File: config.mk
export PLATFORM = sky130hd
export DESIGN_NAME = load_store_unit_flat
export DESIGN_NICKNAME = d
export VERILOG_FILES = /design/src/rtl/lsu_pkg.sv /design/src/rtl/load_store_unit_if.sv /design/src/rtl/load_formatter.sv /design/src/rtl/load_store_unit.sv /design/src/flat_wrapper.sv
export SDC_FILE = /design/constraint.sdc
export NUM_CORES = 1
export LEC_CHECK = 0
export BUFFER_PORTS_ARGS = -buffer_cell sky130_fd_sc_hd__buf_2
export CAP_MARGIN = 25
export CORE_MARGIN = 1.5
export CORE_UTILIZATION = 49
export CTS_CLUSTER_SIZE = 24
export DETAILED_ROUTE_END_ITERATION = 6
export PLACE_DENSITY = 0.81
export SYNTH_ARGS = -nofsm -noshare
export SYNTH_HDL_FRONTEND = slang
export SYNTH_SLANG_ARGS = --single-unit
File: constraint.sdc
create_clock -name i_clk -period 4.4 [get_ports i_clk]
set_clock_uncertainty 0.2 [all_clocks]
set_input_delay 0.44 -clock i_clk [delete_from_list [all_inputs] [get_ports i_clk]]
set_output_delay 0.44 -clock i_clk [all_outputs]
set_load 0.05 [all_outputs]
File: src/rtl/lsu_pkg.sv
// Shared constants for the load/store unit: funct3 encodings, mcause codes,
// FSM state encoding and the store-lane replication helper.
package lsu_pkg;

   localparam int unsigned F3W = 3;

   // funct3 access encodings
   localparam logic [F3W-1:0] F3Byte  = 3'd0;
   localparam logic [F3W-1:0] F3Half  = 3'd1;
   localparam logic [F3W-1:0] F3Word  = 3'd2;
   localparam logic [F3W-1:0] F3ByteU = 3'd4;
   localparam logic [F3W-1:0] F3HalfU = 3'd5;

   // mcause codes reported to the trap logic
   localparam logic [3:0] CauseIllegal    = 4'd2;
   localparam logic [3:0] CauseLdMisalign = 4'd4;
   localparam logic [3:0] CauseLdFault    = 4'd5;
   localparam logic [3:0] CauseStMisalign = 4'd6;
   localparam logic [3:0] CauseStFault    = 4'd7;

   // FSM state encoding
   localparam logic [1:0] StIdle = 2'd0;
   localparam logic [1:0] StBusy = 2'd1;
   localparam logic [1:0] StDone = 2'd2;

   // Replicate the stored byte/half across all lanes so the byte enables alone
   // pick the destination lane.
   function automatic logic [31:0] store_lanes(input logic [F3W-1:0] f3, input logic [31:0] data);
      logic [31:0] lanes;
      case (f3[1:0])
         2'b00:   lanes = {4{data[7:0]}};
         2'b01:   lanes = {2{data[15:0]}};
         default: lanes = data;
      endcase
      return lanes;
   endfunction

endpackage

File: src/rtl/load_store_unit_if.sv
// Single-outstanding req/ack data bus between the LSU (master) and memory (slave).
interface load_store_unit_if #(
   parameter int unsigned XLEN = 32
);
   logic            req;
   logic            we;
   logic [XLEN-1:0] addr;
   logic [XLEN-1:0] wdata;
   logic [3:0]      be;
   logic            ack;
   logic [XLEN-1:0] rdata;
   logic            err;

   modport master (
      output req, we, addr, wdata, be,
      input  ack, rdata, err
   );

   modport slave (
      input  req, we, addr, wdata, be,
      output ack, rdata, err
   );
endinterface

File: src/rtl/load_formatter.sv
// Combinational load-data formatter: selects the addressed lane of a bus word
// and sign- or zero-extends it according to funct3.
module load_formatter
   import lsu_pkg::*;
#(
   parameter int unsigned XLEN = 32
) (
   input  logic [XLEN-1:0] rdata_i,
   input  logic [1:0]      addr_lo_i,
   input  logic [F3W-1:0]  f3_i,
   output logic [XLEN-1:0] result_o
);

   logic [7:0]  byte_sel;
   logic [15:0] half_sel;

   // Lane select by the low address bits
   always_comb begin
      case (addr_lo_i)
         2'd0:    byte_sel = rdata_i[7:0];
         2'd1:    byte_sel = rdata_i[15:8];
         2'd2:    byte_sel = rdata_i[23:16];
         default: byte_sel = rdata_i[31:24];
      endcase
      half_sel = addr_lo_i[1] ? rdata_i[31:16] : rdata_i[15:0];
   end

   // Width and extension by funct3
   always_comb begin
      case (f3_i)
         F3Byte:  result_o = {{(XLEN-8){byte_sel[7]}}, byte_sel};
         F3Half:  result_o = {{(XLEN-16){half_sel[15]}}, half_sel};
         F3ByteU: result_o = {{(XLEN-8){1'b0}}, byte_sel};
         F3HalfU: result_o = {{(XLEN-16){1'b0}}, half_sel};
         default: result_o = rdata_i;
      endcase
   end

endmodule

File: src/rtl/load_store_unit.sv
// MEM-stage load/store unit: validates the decoder's request, runs one bus
// transfer at a time, stalls the pipeline while busy and reports exceptions.
module load_store_unit
   import lsu_pkg::*;
#(
   parameter int unsigned TIMEOUT = 255,
   parameter int unsigned XLEN    = 32
) (
   input  logic            i_clk,
   input  logic            i_rst,
   input  logic            i_MemRead,
   input  logic            i_MemWrite,
   input  logic [F3W-1:0]  i_f3,
   input  logic [XLEN-1:0] i_Addr,
   input  logic [XLEN-1:0] i_WrData,
   output logic [XLEN-1:0] o_RdData,
   output logic            o_Stall,
   output logic            o_Ex,
   output logic [3:0]      o_ExCause,
   output logic [XLEN-1:0] o_ExAddr,
   load_store_unit_if.master dbus
);

   localparam int unsigned CntW = (TIMEOUT > 1) ? $clog2(TIMEOUT + 1) : 1;

   logic [1:0]      state_q, state_d;
   logic [CntW-1:0] cnt_q, cnt_d;
   logic [XLEN-1:0] addr_q;
   logic            we_q;
   logic [3:0]      be_q;
   logic [XLEN-1:0] wdata_q;
   logic [F3W-1:0]  f3_q;
   logic            fault_q;
   logic [XLEN-1:0] rdata_q;

   logic            req_valid;
   logic            is_store;
   logic            width_ok;
   logic            misalign;
   logic            chk_fail;
   logic [3:0]      chk_cause;
   logic [3:0]      be_new;
   logic            accept;
   logic            timeout_hit;
   logic            idle_fault;
   logic            done_fault;
   logic [XLEN-1:0] fmt_data;

   // Request decode: width legality, alignment and byte enables
   always_comb begin
      req_valid = i_MemRead | i_MemWrite;
      is_store  = i_MemWrite;
      if (is_store) begin
         width_ok = (i_f3 == F3Byte) || (i_f3 == F3Half) || (i_f3 == F3Word);
      end else begin
         width_ok = (i_f3 == F3Byte) || (i_f3 == F3Half) || (i_f3 == F3Word) ||
                    (i_f3 == F3ByteU) || (i_f3 == F3HalfU);
      end
      case (i_f3[1:0])
         2'b01:   misalign = i_Addr[0];
         2'b10:   misalign = |i_Addr[1:0];
         default: misalign = 1'b0;
      endcase
      chk_fail = !width_ok || misalign;
      if (!width_ok) begin
         chk_cause = CauseIllegal;
      end else begin
         chk_cause = is_store ? CauseStMisalign : CauseLdMisalign;
      end
      case (i_f3[1:0])
         2'b00:   be_new = 4'b0001 << i_Addr[1:0];
         2'b01:   be_new = 4'b0011 << i_Addr[1:0];
         default: be_new = 4'b1111;
      endcase
   end

   assign accept      = (state_q == StIdle) && req_valid && !chk_fail;
   // Compare against TIMEOUT-1 so req is held for exactly TIMEOUT cycles
   assign timeout_hit = (TIMEOUT != 0) && (cnt_q == CntW'(TIMEOUT - 1));

   // Next-state and wait counter
   always_comb begin
      state_d = state_q;
      cnt_d   = cnt_q;
      case (state_q)
         StIdle: begin
            cnt_d = '0;
            if (accept) state_d = StBusy;
         end
         StBusy: begin
            cnt_d = cnt_q + 1'b1;
            if (dbus.ack || timeout_hit) state_d = StDone;
         end
         StDone: begin
            cnt_d   = '0;
            state_d = StIdle;
         end
         default: begin
            cnt_d   = '0;
            state_d = StIdle;
         end
      endcase
   end

   // State and counter registers
   always_ff @(posedge i_clk or posedge i_rst) begin
      if (i_rst) begin
         state_q <= StIdle;
         cnt_q   <= '0;
      end else begin
         state_q <= state_d;
         cnt_q   <= cnt_d;
      end
   end

   // Transfer latch on accept; fault flag and load result on completion
   always_ff @(posedge i_clk or posedge i_rst) begin
      if (i_rst) begin
         addr_q  <= '0;
         we_q    <= 1'b0;
         be_q    <= '0;
         wdata_q <= '0;
         f3_q    <= '0;
         fault_q <= 1'b0;
         rdata_q <= '0;
      end else begin
         if (accept) begin
            addr_q  <= i_Addr;
            we_q    <= is_store;
            be_q    <= be_new;
            wdata_q <= XLEN'(store_lanes(i_f3, 32'(i_WrData)));
            f3_q    <= i_f3;
            fault_q <= 1'b0;
         end else if (state_q == StBusy) begin
            if (dbus.ack) begin
               if (dbus.err) begin
                  fault_q <= 1'b1;
               end else if (!we_q) begin
                  rdata_q <= fmt_data;
               end
            end else if (timeout_hit) begin
               fault_q <= 1'b1;
            end
         end
      end
   end

   load_formatter #(
      .XLEN (XLEN)
   ) u_load_formatter (
      .rdata_i   (dbus.rdata),
      .addr_lo_i (addr_q[1:0]),
      .f3_i      (f3_q),
      .result_o  (fmt_data)
   );

   // Bus outputs come straight from the latched transfer
   assign dbus.req   = (state_q == StBusy);
   assign dbus.we    = we_q;
   assign dbus.addr  = {addr_q[XLEN-1:2], 2'b00};
   assign dbus.wdata = wdata_q;
   assign dbus.be    = be_q;

   // Stall and exception outputs; reset masks the combinational IDLE paths
   always_comb begin
      idle_fault = !i_rst && (state_q == StIdle) && req_valid && chk_fail;
      done_fault = (state_q == StDone) && fault_q;
      o_Stall    = !i_rst && (accept || (state_q == StBusy));
      o_Ex       = idle_fault || done_fault;
      o_ExCause  = '0;
      o_ExAddr   = '0;
      if (idle_fault) begin
         o_ExCause = chk_cause;
         o_ExAddr  = i_Addr;
      end else if (done_fault) begin
         o_ExCause = we_q ? CauseStFault : CauseLdFault;
         o_ExAddr  = addr_q;
      end
      o_RdData = rdata_q;
   end

endmodule

File: src/flat_wrapper.sv
// flat-port wrapper written by rule: the top's interface ports become plain ports
module load_store_unit_flat import lsu_pkg::*;
#(
   parameter int unsigned TIMEOUT = 255,
   parameter int unsigned XLEN    = 32
)
  (i_clk, i_rst, i_MemRead, i_MemWrite, i_f3, i_Addr, i_WrData, o_RdData, o_Stall, o_Ex, o_ExCause, o_ExAddr, dbus_req, dbus_we, dbus_addr, dbus_wdata, dbus_be, dbus_ack, dbus_rdata, dbus_err);
  load_store_unit_if #(.XLEN(XLEN)) dbus_i ();
  input  logic i_clk;
  input  logic i_rst;
  input  logic i_MemRead;
  input  logic i_MemWrite;
  input  logic [F3W-1:0] i_f3;
  input  logic [XLEN-1:0] i_Addr;
  input  logic [XLEN-1:0] i_WrData;
  output logic [XLEN-1:0] o_RdData;
  output logic o_Stall;
  output logic o_Ex;
  output logic [3:0] o_ExCause;
  output logic [XLEN-1:0] o_ExAddr;
  output wire logic [$bits(dbus_i.req)-1:0] dbus_req;
  output wire logic [$bits(dbus_i.we)-1:0] dbus_we;
  output wire logic [$bits(dbus_i.addr)-1:0] dbus_addr;
  output wire logic [$bits(dbus_i.wdata)-1:0] dbus_wdata;
  output wire logic [$bits(dbus_i.be)-1:0] dbus_be;
  input wire logic [$bits(dbus_i.ack)-1:0] dbus_ack;
  input wire logic [$bits(dbus_i.rdata)-1:0] dbus_rdata;
  input wire logic [$bits(dbus_i.err)-1:0] dbus_err;
  assign dbus_req = dbus_i.req;
  assign dbus_we = dbus_i.we;
  assign dbus_addr = dbus_i.addr;
  assign dbus_wdata = dbus_i.wdata;
  assign dbus_be = dbus_i.be;
  assign dbus_i.ack = dbus_ack;
  assign dbus_i.rdata = dbus_rdata;
  assign dbus_i.err = dbus_err;
  load_store_unit #(.TIMEOUT(TIMEOUT), .XLEN(XLEN)) u_core (.i_clk(i_clk), .i_rst(i_rst), .i_MemRead(i_MemRead), .i_MemWrite(i_MemWrite), .i_f3(i_f3), .i_Addr(i_Addr), .i_WrData(i_WrData), .o_RdData(o_RdData), .o_Stall(o_Stall), .o_Ex(o_Ex), .o_ExCause(o_ExCause), .o_ExAddr(o_ExAddr), .dbus(dbus_i));
endmodule
* Word-level counts from Yosys, hierarchy flattened *
Index checks and enable logic that the tools add are counted.

word-level totals
  bits in registers = 115
  word-level logic and storage cells = 85
  bits of input ports = 105

cells by class
  add/subtract/negate cells = 1
  bitwise logic cells = 4
  reduce and logical (&&, ||, !) cells = 29
  equality and inequality tests = 17
  mux-type cells = 23
  shift-type cells = 2

operator list
  operator                                         number
  case mux 32 bit (4 select lines)                 1
  two-way mux 32 bit                               2
  case mux 32 bit (2 select lines)                 1
  case mux 8 bit (3 select lines)                  1
  two-way mux 16 bit                               1
  == test 3 bit, second input constant             4
  two-way mux 4 bit                                3
  adder 8 x 1 -> 8 bit, second input constant      1
  == test 8 bit, second input constant             1
  logical OR 1 bit                                 8
  two-way mux 2 bit                                4
  two-way mux 8 bit                                1
  case mux 4 bit (2 select lines)                  1
  logical AND 1 bit                                7
  == test 2 x 1 -> 1 bit, second input constant    3
  == test 2 bit, second input constant             3
  == test 3 x 1 -> 1 bit, second input constant    2
  zero test 2 bit                                  3
  zero test 3 bit                                  2
  two-way mux 1 bit                                6
  AND reduction 5 bit                              1
  != test 2 x 1 -> 1 bit, second input constant    2
  case mux 2 bit (2 select lines)                  1
  left shift 1 x 2 -> 4 bit, first input constant  1
  12 further kinds                                 16

* Longest topological paths before layout *
Gate-level depths: netlist (run 1).

  depth in word-level cells = 12
  mapped depth = 10

* By module *
From an unflattened synthesis (run 1), not the netlist that was laid out.

second synthesis, totals
  cells, all modules = 572
  area, all modules = 6,170.9 µm²

modules (own cells, without submodules)
  module           instances  cells each  area each (µm²)  sequential area each (µm²)
  load_store_unit  1          441         5,447.7          2,877.8
  load_formatter   1          131         723.2            0.0

* Worst setup path after synthesis (run 1) *
Ideal clock, no wire load.

  path type = input to output
  start = input port i_rst
  end = output port o_Stall
  buffers on the path = 0
  required time = 3,760 ps
  arrival = 3,444 ps
  setup slack = 316 ps
  stages on the path = 2
  cells stage by stage = inv_1 > o21a_1

between the ends
  longest elaborated chain between the ends = 2

RTL lines
  element                    RTL line                RTL
  start: declaration         flat_wrapper.sv:10      input logic i_rst;
  zero test 1 bit (no line)  n/a
  logical AND 1 bit          load_store_unit.sv:168  o_Stall = !i_rst && (accept || (state_q == StBusy));
  end: declaration           flat_wrapper.sv:17      output logic o_Stall;

Every way passes these cells.

* Worst setup path in the final report (run 1) *
  start = input port i_f3[0]
  end = output port o_ExAddr[0]

between the ends
  longest elaborated chain between the ends = 10
  elaborated cells on any way between the ends = 17
  classes of those cells = eq/ne (6); mux (3); reduce/logical (8)

RTL lines
  element                                                    RTL line                                      RTL
  start: declaration                                         flat_wrapper.sv:13                            input logic [F3W-1:0] i_f3;
  == test 3 x 1 -> 1 bit or zero test 3 bit (tied branches)  load_store_unit.sv:54, load_store_unit.sv:56
  logical OR 1 bit (2 in a row)                              load_store_unit.sv:54, load_store_unit.sv:56
  logical OR 1 bit                                           load_store_unit.sv:56                         width_ok = (i_f3 == F3Byte) || (i_f3 == F3Half) || (i_f3 == F3Word) ||
  logical OR 1 bit                                           load_store_unit.sv:57                         (i_f3 == F3ByteU) || (i_f3 == F3HalfU);
  two-way mux 1 bit                                          load_store_unit.sv:53                         if (is_store) begin
  zero test 1 bit                                            load_store_unit.sv:64                         chk_fail = !width_ok || misalign;
  logical OR 1 bit (*)                                       load_store_unit.sv:64
  logical AND 1 bit (*)                                      load_store_unit.sv:166                        idle_fault = !i_rst && (state_q == StIdle) && req_valid && chk_fail;
  two-way mux 32 bit (*)                                     load_store_unit.sv:172                        if (idle_fault) begin
  end: declaration                                           flat_wrapper.sv:20                            output logic [XLEN-1:0] o_ExAddr;

Every way passes the cells marked *; elsewhere a longest branch is shown, timed or not.

==> impl_metrics.json, run 1 <==
{
  "hold_viol": 0,
  "p_per_area_nw_per_um2": 832,
  "relSlewSlack_pct": 29.4,
  "multi_input_area_um2": 2830,
  "htreeDepth": 4,
  "num_antenna_cells": 0,
  "wl_mm": 16.6,
  "drive_gt1_share_pct": 45.7,
  "place_congestion": 0.879,
  "synth_compound_area_share_pct": 15.5,
  "synth_edf_count": 0,
  "status": "finished, final reports clean",
  "wl_per_cell_um": 17.4,
  "antenna_found_initial": 0,
  "fp.dieArea_um2": 13300,
  "regArea_um2": 2880,
  "die_w_um": 115,
  "grt_pass1_vias": 5031,
  "clkTransAtPathRegs_ns": 0.05,
  "p_sw_mw": 3.23,
  "netlist_area_um2": 6190,
  "setup.worst_path.start": "i_f3[0]",
  "gr-total-overflow": 0,
  "grt_pass1_wl_mm": 25.4,
  "netlist_instances": 574,
  "ys_async_sr_fraction_pct": 100,
  "ys_types": 46,
  "drc": 0,
  "switching_share_pct": 50.2,
  "yosys_warnings": 0,
  "critical_path_peak_fanout": 32,
  "totalNegativeSetupSlack_ns": 0,
  "period_needed_ns": 3.22,
  "fmaxAchievable_ghz": 0.311,
  "cts_root_buf": "clkbuf_16",
  "dr.pass1.iters": 5,
  "synthAdderAreaFrac_pct": 1.01,
  "grt_use_total_pct": 25.0,
  "cts.sinks": 115,
  "cts_tree": "yes",
  "num_vias": 5193,
  "hold_class": "input port to async pin",
  "finalSetupViolations": 0,
  "p_int_mw": 3.21,
  "ctsResizeCount": 0,
  "initial_core_util_pct": 50.9,
  "drtIter0Drc": 294,
  "io_pins": 245,
  "fillers": 994,
  "num_rows": 40,
  "grt_setup_unrepaired": "no",
  "hold_buffers": 0,
  "synthSimpleGateAreaFrac_pct": 10.7,
  "end_kind": "output pin",
  "worstPathRequired_ns": 3.76,
  "synthFlopType": "dfrtp_1",
  "vdd_drop_max_mv": 0.536,
  "worst_pin_slew_ns": 1.06,
  "syn_to_final_growth_pct": 25.1,
  "clk_latency_ns": 0.41,
  "hold_ws_ns": 0.0211,
  "nets": 884,
  "p_leak_nw": 4.02,
  "ys_seq_area_share_pct": 46.5,
  "post_cts_buffers": 0,
  "cp.arrival_ns": 2.58,
  "fin_util_pct": 63.7,
  "detailed_place_hpwl_mm": 12.1,
  "startpoint_type": "input port",
  "synth_xor_area_share_pct": 0.566,
  "ys_ff_latch": 115,
  "maxSlewViolCount": 0,
  "coreArea_um2": 12200,
  "drv_cap": 0,
  "p_total_mw": 6.44,
  "fin_crit_sh_pct": 73.1,
  "synth_top_family_by_area": "multiplexers",
  "combPwrFrac_pct": 52.3,
  "routed_via_density": 5.46,
  "synth.avg_cell_area_um2": 10.8,
  "numPortBuffers": 241,
  "clock_power_share_pct": 18.2,
  "ant_nets": 0,
  "grt_max_degree": 72,
  "chipHeight_um": 115,
  "critPathKind": "input port to output pin",
  "numCtsBuffers": 17,
  "synth_mux_area_share_pct": 17.7,
  "clockBufferDepth": 2,
  "seq_power_share_pct": 29.5,
  "timing.rr.start": "u_core.state_q[1]$_DFFE_PP0P_"
}
[cell families (layout without fill, tap and decap cells)]
group / after synthesis / count (layout)
fa+ha+maj: 5 / 5
other cells: 1 / 3
flops: 115 / 115
buf+inv: 82 / 289
xor+xnor: 4 / 4
mux: 83 / 83
simple gates: 152 / 152
compound gates: 132 / 132
[sequential cells by signal, summed over array words and instances (netlist names)]
name / cells
u_core.state_q: 2
u_core.addr_q: 32
u_core.dbus.wdata: 32
u_core.f3_q: 3
u_core.cnt_q: 8
u_core.o_RdData: 32
u_core.dbus.be: 4
u_core.fault_q: 1
u_core.dbus.we: 1
[area by class of cell]
type	count	share of cell area, %
multi-input cells	379	36.6
well taps	168	2.71
clock buffers	21	5.94
clock inverters	7	0.485
repair buffers	249	16.5
inverters	12	0.614
flip-flops and latches	115	37.2
[critical path: stages]
cell	delay, ns
buf_2	0.09
inv_1	0.06
ha_1	0.44
or2_1	0.37
a21oi_4	0.20
o21a_1	0.14
buf_4	0.33
a22o_1	0.22
buf_2	0.27
[through the flow]
step | cells | instance area [um^2] | worst slack (ns)
after floorplan | 576 | 6200 | 0.316
after global placement | 923 | 7250 | 1.19
after detailed placement | 923 | 7250 | 1.12
after CTS | 951 | 7750 | 1.19
after global routing | 951 | 7750 | 1.04
final | 951 | 7750 | 1.18
[cell usage after synthesis (2+ instances only)]
cell type / n / area share, %
a211o_1: 4 / 0.57
a21o_1: 9 / 1.1
a21oi_1: 26 / 2.1
a221oi_1: 3 / 0.42
a22o_1: 41 / 5.8
a22oi_1: 8 / 0.97
a31oi_1: 4 / 0.40
and3_1: 2 / 0.20
and3b_1: 4 / 0.57
buf_1: 2 / 0.12
buf_2: 10 / 0.81
buf_4: 33 / 4.0
buf_6: 7 / 1.3
clkbuf_1: 18 / 1.1
dfrtp_1: 115 / 46
ha_1: 5 / 1.0
inv_1: 12 / 0.73
mux2_2: 28 / 5.1
mux2_4: 44 / 11
mux2i_1: 10 / 1.6
nand2_1: 74 / 4.5
nand2b_1: 6 / 0.61
nand3_1: 9 / 0.73
nor2_1: 42 / 2.5
nor2b_1: 2 / 0.20
nor3_1: 2 / 0.16
o211ai_1: 3 / 0.36
o21a_1: 3 / 0.36
o21ai_0: 20 / 1.6
o221a_2: 4 / 0.73
or3_1: 7 / 0.71
xor2_1: 3 / 0.42
[final timing paths]
kind,slack [ns],depth (start not counted),end
max in group asynchronous,2.87,3,u_core.dbus.wdata[23]$_DFFE_PP0P_
min,0.02,2,u_core.addr_q[30]$_DFFE_PP0P_
min in group i_clk,0.08,2,u_core.addr_q[27]$_DFFE_PP0P_
min reg2reg,0.27,1,u_core.o_RdData[10]$_DFFE_PP0P_
max,1.18,9,o_ExAddr[0]
max reg2reg,1.51,5,u_core.o_RdData[20]$_DFFE_PP0P_
[routing by layer]
metal | track usage (%) | vias up | part of all wire [%]
li1 | - | 2389 | -
met1 | 30.7 | 2546 | 40
met2 | 42.2 | 240 | 51
met3 | 7.79 | 18 | 7.4
met4 | 7.65 | 0 | 1.3
met5 | 0 | - | 0
[placed cells by master, fill, tap and decap left out, types with 3 or more instances in the layout]
master,instances
buf_2,241
dfrtp_1,115
nand2_1,74
mux2_4,44
nor2_1,41
a22o_1,41
mux2_2,28
a21oi_1,26
o21ai_0,20
clkbuf_16,17
inv_1,11
mux2i_1,10
nand3_1,9
a21o_1,9
a22oi_1,8
or3_1,7
buf_4,7
nand2b_1,6
clkinv_2,6
ha_1,5
and3b_1,4
a211o_1,4
a31oi_1,4
o221a_2,4
o211ai_1,3
a221oi_1,3
o21a_1,3
xor2_1,3
conb_1,3
[power groups by stage]
| stage | Sequential [mW] | Clock [mW] | Combinational, mW |
|---|---|---|---|
| 2_1_floorplan | 2.87 | 0 | 1.79 |
| 6_report | 1.90 | 1.17 | 3.37 |
| 4_1_cts | 1.90 | 1.20 | 3.37 |
| 3_3_place_gp | 1.87 | 0 | 3.32 |
| 3_5_place_dp | 1.90 | 0 | 3.36 |
| 5_1_grt | 1.96 | 1.25 | 3.52 |
(Power assumes the default switching activity.)
==> inputs of run 2 (changes only) <==
- ABC_AREA: not set -> 1
- CORE_UTILIZATION: 49 -> 45
- PLACE_DENSITY: 0.81 -> 0.77
- clock period: 4.4 -> 2.79 ns (I/O delays scaled with it)
==> run 2 against run 1 <==
Combinational power is 50% higher. Global-route usage is 1.6 points higher. Clock power up 91%. Cell count rose by 39%. Largest power group unchanged.
==> impl_metrics.json, run 2 <==
{
  "grt_max_degree": 133,
  "drtIter0Drc": 641,
  "min_path_cells": 3,
  "end_kind": "output pin",
  "clkTransAtPathRegs_ns": 0.05,
  "num_antenna_cells": 0,
  "drv_cap": 0,
  "grt_pass1_wl_mm": 30.5,
  "critical_path_peak_fanout": 32,
  "drive_gt1_share_pct": 27.6,
  "startpoint_type": "input port",
  "worst_pin_slew_ns": 0.684,
  "cp.arrival_ns": 2.23,
  "num_rows": 43,
  "grt_pass1_vias": 6497,
  "rr_worst_depth": 7,
  "fin_util_pct": 63.2,
  "hold_class": "input port to register",
  "cts_tree": "yes",
  "ys_types": 36,
  "chipHeight_um": 122,
  "cp_top_family": "buffers and inverters",
  "timing.rr.start": "u_core.addr_q[1]$_DFFE_PP0P_",
  "grt_use_total_pct": 26.5,
  "syn_to_final_growth_pct": 37.2,
  "drc": 0,
  "ant_nets": 0,
  "fmaxAchievable_ghz": 0.369,
  "cp_num_buf_inv": 5,
  "maxSlewViolCount": 0,
  "synth_area_leader_cell": "dfrtp_1",
  "grt_setup_unrepaired": "no",
  "netlist_area_um2": 6400,
  "num_vias": 6649,
  "place_congestion": 0.875,
  "coreArea_um2": 13900,
  "critPathKind": "input port to output pin",
  "synth.avg_cell_area_um2": 7.41,
  "timing.reg2reg.setup_slack_ns": 0.78,
  "synth_top_area_share_pct": 45.0,
  "yosys_warnings": 0,
  "netlist_instances": 863,
  "hold_viol": 0,
  "numPortBuffers": 241,
  "clk_latency_ns": 0.41,
  "nets": 1240,
  "hold_start": "i_WrData[3]",
  "finalSetupViolations": 0,
  "fp.dieArea_um2": 14900,
  "detailed_place_hpwl_mm": 12.8,
  "vdd_drop_max_mv": 0.607,
  "yosysMostFrequentCell": "nand2_1",
  "cpMaxStageDelayCell": "dlygate4sd3_1",
  "r2r_end": "u_core.o_RdData[11]$_DFFE_PP0P_",
  "status": "finished, final reports clean",
  "synth_edf_count": 0,
  "critical_path.cell_chain": "dlygate4sd3_1 -> buf_2 -> inv_1 -> nand2_1 -> nand3_2 -> nand2_2 -> nand2_2 -> buf_6 -> o21ai_0 -> buf_2",
  "dr.pass1.iters": 5,
  "initial_core_util_pct": 46.1,
  "fin_crit_sh_pct": 97.0,
  "routed_via_density": 5.03,
  "cts.sinks": 115,
  "cts_root_buf": "clkbuf_16",
  "synthFlopType": "dfrtp_1",
  "antenna_found_initial": 0,
  "relSlewSlack_pct": 54.4,
  "final_cell_mix": "nand2_1, buf_2, dfrtp_1, inv_1, dlygate4sd3_1",
  "p_leak_nw": 4.94,
  "htreeDepth": 4,
  "holdPathEnd": "u_core.dbus.wdata[3]$_DFFE_PP0P_",
  "gr-total-overflow": 0,
  "layout_commonest_cell": "nand2_1",
  "ys_top_cells_by_area": "dfrtp_1, nand2_1, inv_1, o21ai_0, o21ai_1",
  "ys_async_sr_fraction_pct": 100,
  "p_per_area_nw_per_um2": 1150,
  "synthTopCellsByCount": "nand2_1, dfrtp_1, inv_1, o21ai_0, o21ai_1",
  "wl_mm": 19.5,
  "clockBufferDepth": 2,
  "period_needed_ns": 2.71,
  "numCtsBuffers": 17,
  "ys_ff_latch": 115,
  "io_pins": 245,
  "totalNegativeSetupSlack_ns": 0,
  "die_w_um": 122,
  "ys_seq_area_share_pct": 45.0,
  "slowest_delay_ns": 0.52,
  "worstPathRequired_ns": 2.31,
  "wl_per_cell_um": 14.7
}
-- run 2: worst max path at each step --
stage	from	endpoint	slack [ns]	cells past startpoint
global route	i_Addr[1]	o_ExAddr[25]	0.03	10
global placement	i_f3[1]	o_ExAddr[7]	0.53	11
detailed placement	i_f3[1]	o_ExAddr[23]	0.41	11
finish	i_Addr[1]	o_ExAddr[25]	0.08	10
floorplan	i_f3[0]	o_ExAddr[25]	0.07	8
CTS	i_f3[2]	o_ExAddr[16]	0.13	10
-- run 2: per-stage QoR --
step	power [mW]	hold slack, ns	cells	cell area, um^2	setup slack, ns
finish	10.1	0.0236	1323	8780	0.0831
global route	10.6	0.0252	1323	8780	0.0337
CTS	10.1	0.00172	1323	8770	0.126
detailed placement	7.75	0.260	1219	7440	0.412
global placement	7.68	0.257	1219	7440	0.530
floorplan	6.85	0.200	865	6410	0.0696
-- run 2: report_power, final --
part,internal (mW),total [mW],switching [mW]
clock,1.45,2.23,0.781
sequential,2.33,2.78,0.452
combinational,1.20,5.06,3.86
total,4.98,10.1,5.09
-- run 2: routing by layer --
metal | vias to the layer above | GRT usage (%) | share of wire [%]
met1 | 3052 | 31.9 | 40
met2 | 323 | 44.0 | 48
met3 | 63 | 7.30 | 8.3
met4 | 0 | 12.9 | 3.5
li1 | 3211 | - | -
met5 | - | 0 | 0
-- run 2: cell type report --
cell class,instances,area (um^2)
repair buffers,323,2050
multi-input cells,558,2580
well taps,180,225
inverters,115,435
fillers,1208,5100
clock buffers,20,457
clock inverters,12,154
flip-flops and latches,115,2880
-- run 2: repair_timing --
| action | 4_1_cts | 5_1_grt |
|---|---|---|
| resized for setup | 0 | 1 |
| hold buffers | 72 | 0 |
| setup endpoints to repair | 0 | 16 |
| endpoints found under the hold margin | 186 | 0 |
| setup buffers | 0 | 0 |
-- run 2: worst reg2reg max path: cells and delay by family, from the launching register on --
family,cells,cell delay (ns)
AND/OR/NAND/NOR,5,0.95
buffers and inverters,2,0.46
flip-flops,1,0.34
-- run 2: cell families (layout without fill, tap and decap cells) --
| kind of cell | after synthesis | after routing | synth area share (%) |
|---|---|---|---|
| DFF | 115 | 115 | 45.0 |
| xor gates and xnor gates | 2 | 2 | 0.274 |
| other | 1 | 3 | 0.0586 |
| AOI/OAI and AO/OA | 175 | 175 | 14.4 |
| adders and majority gates | 5 | 5 | 0.978 |
| and+or+nand+nor | 373 | 373 | 24.6 |
| buffers and inverters | 192 | 470 | 14.7 |
==> inputs of run 3 (changes only) <==
- CORE_UTILIZATION: 45 -> 54
- PLACE_DENSITY: 0.77 -> 0.87
- clock period: 2.79 -> 3.14 ns (I/O delays scaled with it)
==> run 3 against run 2 <==
The run now ends with negative hold slack left. Cell count shrank 6.2%. Register-to-register slack lost 0.04 ns. Routed wire length shrank 7.6%. Sequential cell count is the same. Non-clock buffer count shrank 44. Die area shrank 16%. Via count shrank 3.0%. Utilization grew 9.0 points. First-iteration DRC count shrank 10%. Count of clock-buffer cells in the layout shrank 1. Setup slack gained 0.24 ns. Critical path type unchanged.
==> impl_metrics.json, run 3 (same netlist as run 2, synthesis figures left out) <==
{
  "drc": 0,
  "grt_setup_unrepaired": "no",
  "vdd_drop_max_mv": 0.779,
  "grt_pass1_wl_mm": 29.5,
  "chipHeight_um": 112,
  "nets": 1196,
  "layout_commonest_cell": "nand2_1",
  "fin_util_pct": 72.2,
  "status": "finished, violations left",
  "wl_per_cell_um": 14.5,
  "numPortBuffers": 241,
  "numCtsBuffers": 17,
  "drive_gt1_share_pct": 28.5,
  "cts_root_buf": "clkbuf_16",
  "postPlaceCellArea_um2": 7350,
  "place_ws_ns": 0.259,
  "syn_to_final_growth_pct": 29.5,
  "io_pins": 245,
  "cts_tree": "yes",
  "grt_pass1_vias": 6138,
  "ant_nets": 0,
  "maxSlewViolCount": 0,
  "multi_input_area_um2": 2590,
  "worst_pin_slew_ns": 0.717,
  "fillers": 899,
  "die_w_um": 112,
  "hold_class": "input port to register",
  "fin_crit_sh_pct": 89.8,
  "startpoint_type": "input port",
  "period_needed_ns": 2.82,
  "antenna_found_initial": 0,
  "drtIter0Drc": 576,
  "violations": "negative hold slack",
  "wl_mm": 18.0,
  "final_cell_mix": "nand2_1, buf_2, dfrtp_1, inv_1, o21ai_0",
  "fp.dieArea_um2": 12500,
  "cts.sinks": 115,
  "num_rows": 39,
  "worst_slack_ns": 0.322,
  "p_leak_nw": 4.75,
  "htreeDepth": 4,
  "relSlewSlack_pct": 52.2,
  "clk_latency_ns": 0.40,
  "coreArea_um2": 11500,
  "num_vias": 6449,
  "grt_use_total_pct": 29.2,
  "hold_viol": 1,
  "p_per_area_nw_per_um2": 1080,
  "finalSetupViolations": 0,
  "grt_max_degree": 89,
  "num_antenna_cells": 0,
  "place_congestion": 0.891,
  "use_met2_pct": 46.3,
  "critPathKind": "input port to output pin",
  "routed_via_density": 5.20,
  "hold_ws_ns": -0.000624,
  "grtUsageMet3_pct": 6.86,
  "detailed_place_hpwl_mm": 12.5,
  "finalInstanceArea_um2": 8280,
  "worstPathRequired_ns": 2.63,
  "dr.pass1.iters": 5,
  "clockBufferDepth": 2,
  "grt.busiest_layer": "met2",
  "gr-total-overflow": 0,
  "clkTransAtPathRegs_ns": 0.06,
  "drv_cap": 0,
  "cp.arrival_ns": 2.30,
  "critical_path_peak_fanout": 34,
  "totalNegativeSetupSlack_ns": 0,
  "final_cells": 1241,
  "post_cts_buffers": 0,
  "dp.cells": 1179,
  "initial_core_util_pct": 55.8,
  "fmaxAchievable_ghz": 0.355,
  "regArea_um2": 2880,
  "end_kind": "output pin",
  "use_met1_pct": 38.7
}
run 3: area by class of cell:
type                       count  area share, %
sequential                   115           34.7
timing repair buffer         279           19.1
tap                          143           2.16
multi-input combinational    558           31.2
inverter                     115           5.26
clock inverter                12           2.18
clock buffer                  19           5.35
run 3: path summary, 6_finish.rpt:
| check | slack, ns | from | cells after the start | end |
|---|---|---|---|---|
| setup reg to reg | 0.74 | u_core.addr_q[1]$_DFFE_PP0P_ | 6 | u_core.o_RdData[26]$_DFFE_PP0P_ |
| hold reg to reg | 0.28 | u_core.o_RdData[10]$_DFFE_PP0P_ | 2 | u_core.o_RdData[10]$_DFFE_PP0P_ |
| setup / recovery | 0.32 | i_MemWrite | 9 | o_ExAddr[10] |
| hold / removal | -0.0006 | i_WrData[28] | 3 | u_core.dbus.wdata[28]$_DFFE_PP0P_ |
| min in group asynchronous | 0.39 | i_rst | 3 | u_core.dbus.wdata[25]$_DFFE_PP0P_ |
| max in group asynchronous | 1.47 | i_rst | 4 | u_core.o_RdData[14]$_DFFE_PP0P_ |
run 3: per-stage QoR:
step / hold WS, ns / power, mW
4_1_cts: 0.000860 / 8.94
5_1_grt: 0.0125 / 9.38
2_1_floorplan: 0.235 / 6.08
3_5_place_dp: 0.258 / 6.84
3_3_place_gp: 0.255 / 6.76
6_report: -0.000624 / 8.94
run 3: worst max-delay path, cell delays in order:
cell,delay [ns]
dlygate4sd3_1,0.53
buf_2,0.15
nand2_1,0.05
inv_1,0.06
a21oi_4,0.17
nand2_2,0.10
nand2_2,0.45
o21ai_0,0.20
buf_2,0.25
run 3: power by group:
part | switching, mW | total [mW] | leakage [nW] | internal, mW
logic | 3.38 | 4.39 | 3.02 | 1.02
clock network | 0.704 | 2.05 | 0.300 | 1.35
registers | 0.425 | 2.50 | 1.43 | 2.07
run 3: per-layer routing:
| metal | wire, um | part of all wire [%] |
|---|---|---|
| met1 | 7420 | 41 |
| met2 | 8520 | 47 |
| met3 | 1560 | 8.6 |
| met4 | 526 | 2.9 |
| met5 | 0 | 0 |
run 3: timing repair:
action / in CTS / in global routing
setup endpoints to repair: 0 / 3
resized for setup: 0 / 2
hold endpoints to repair: 57 / 0
hold buffers: 31 / 0
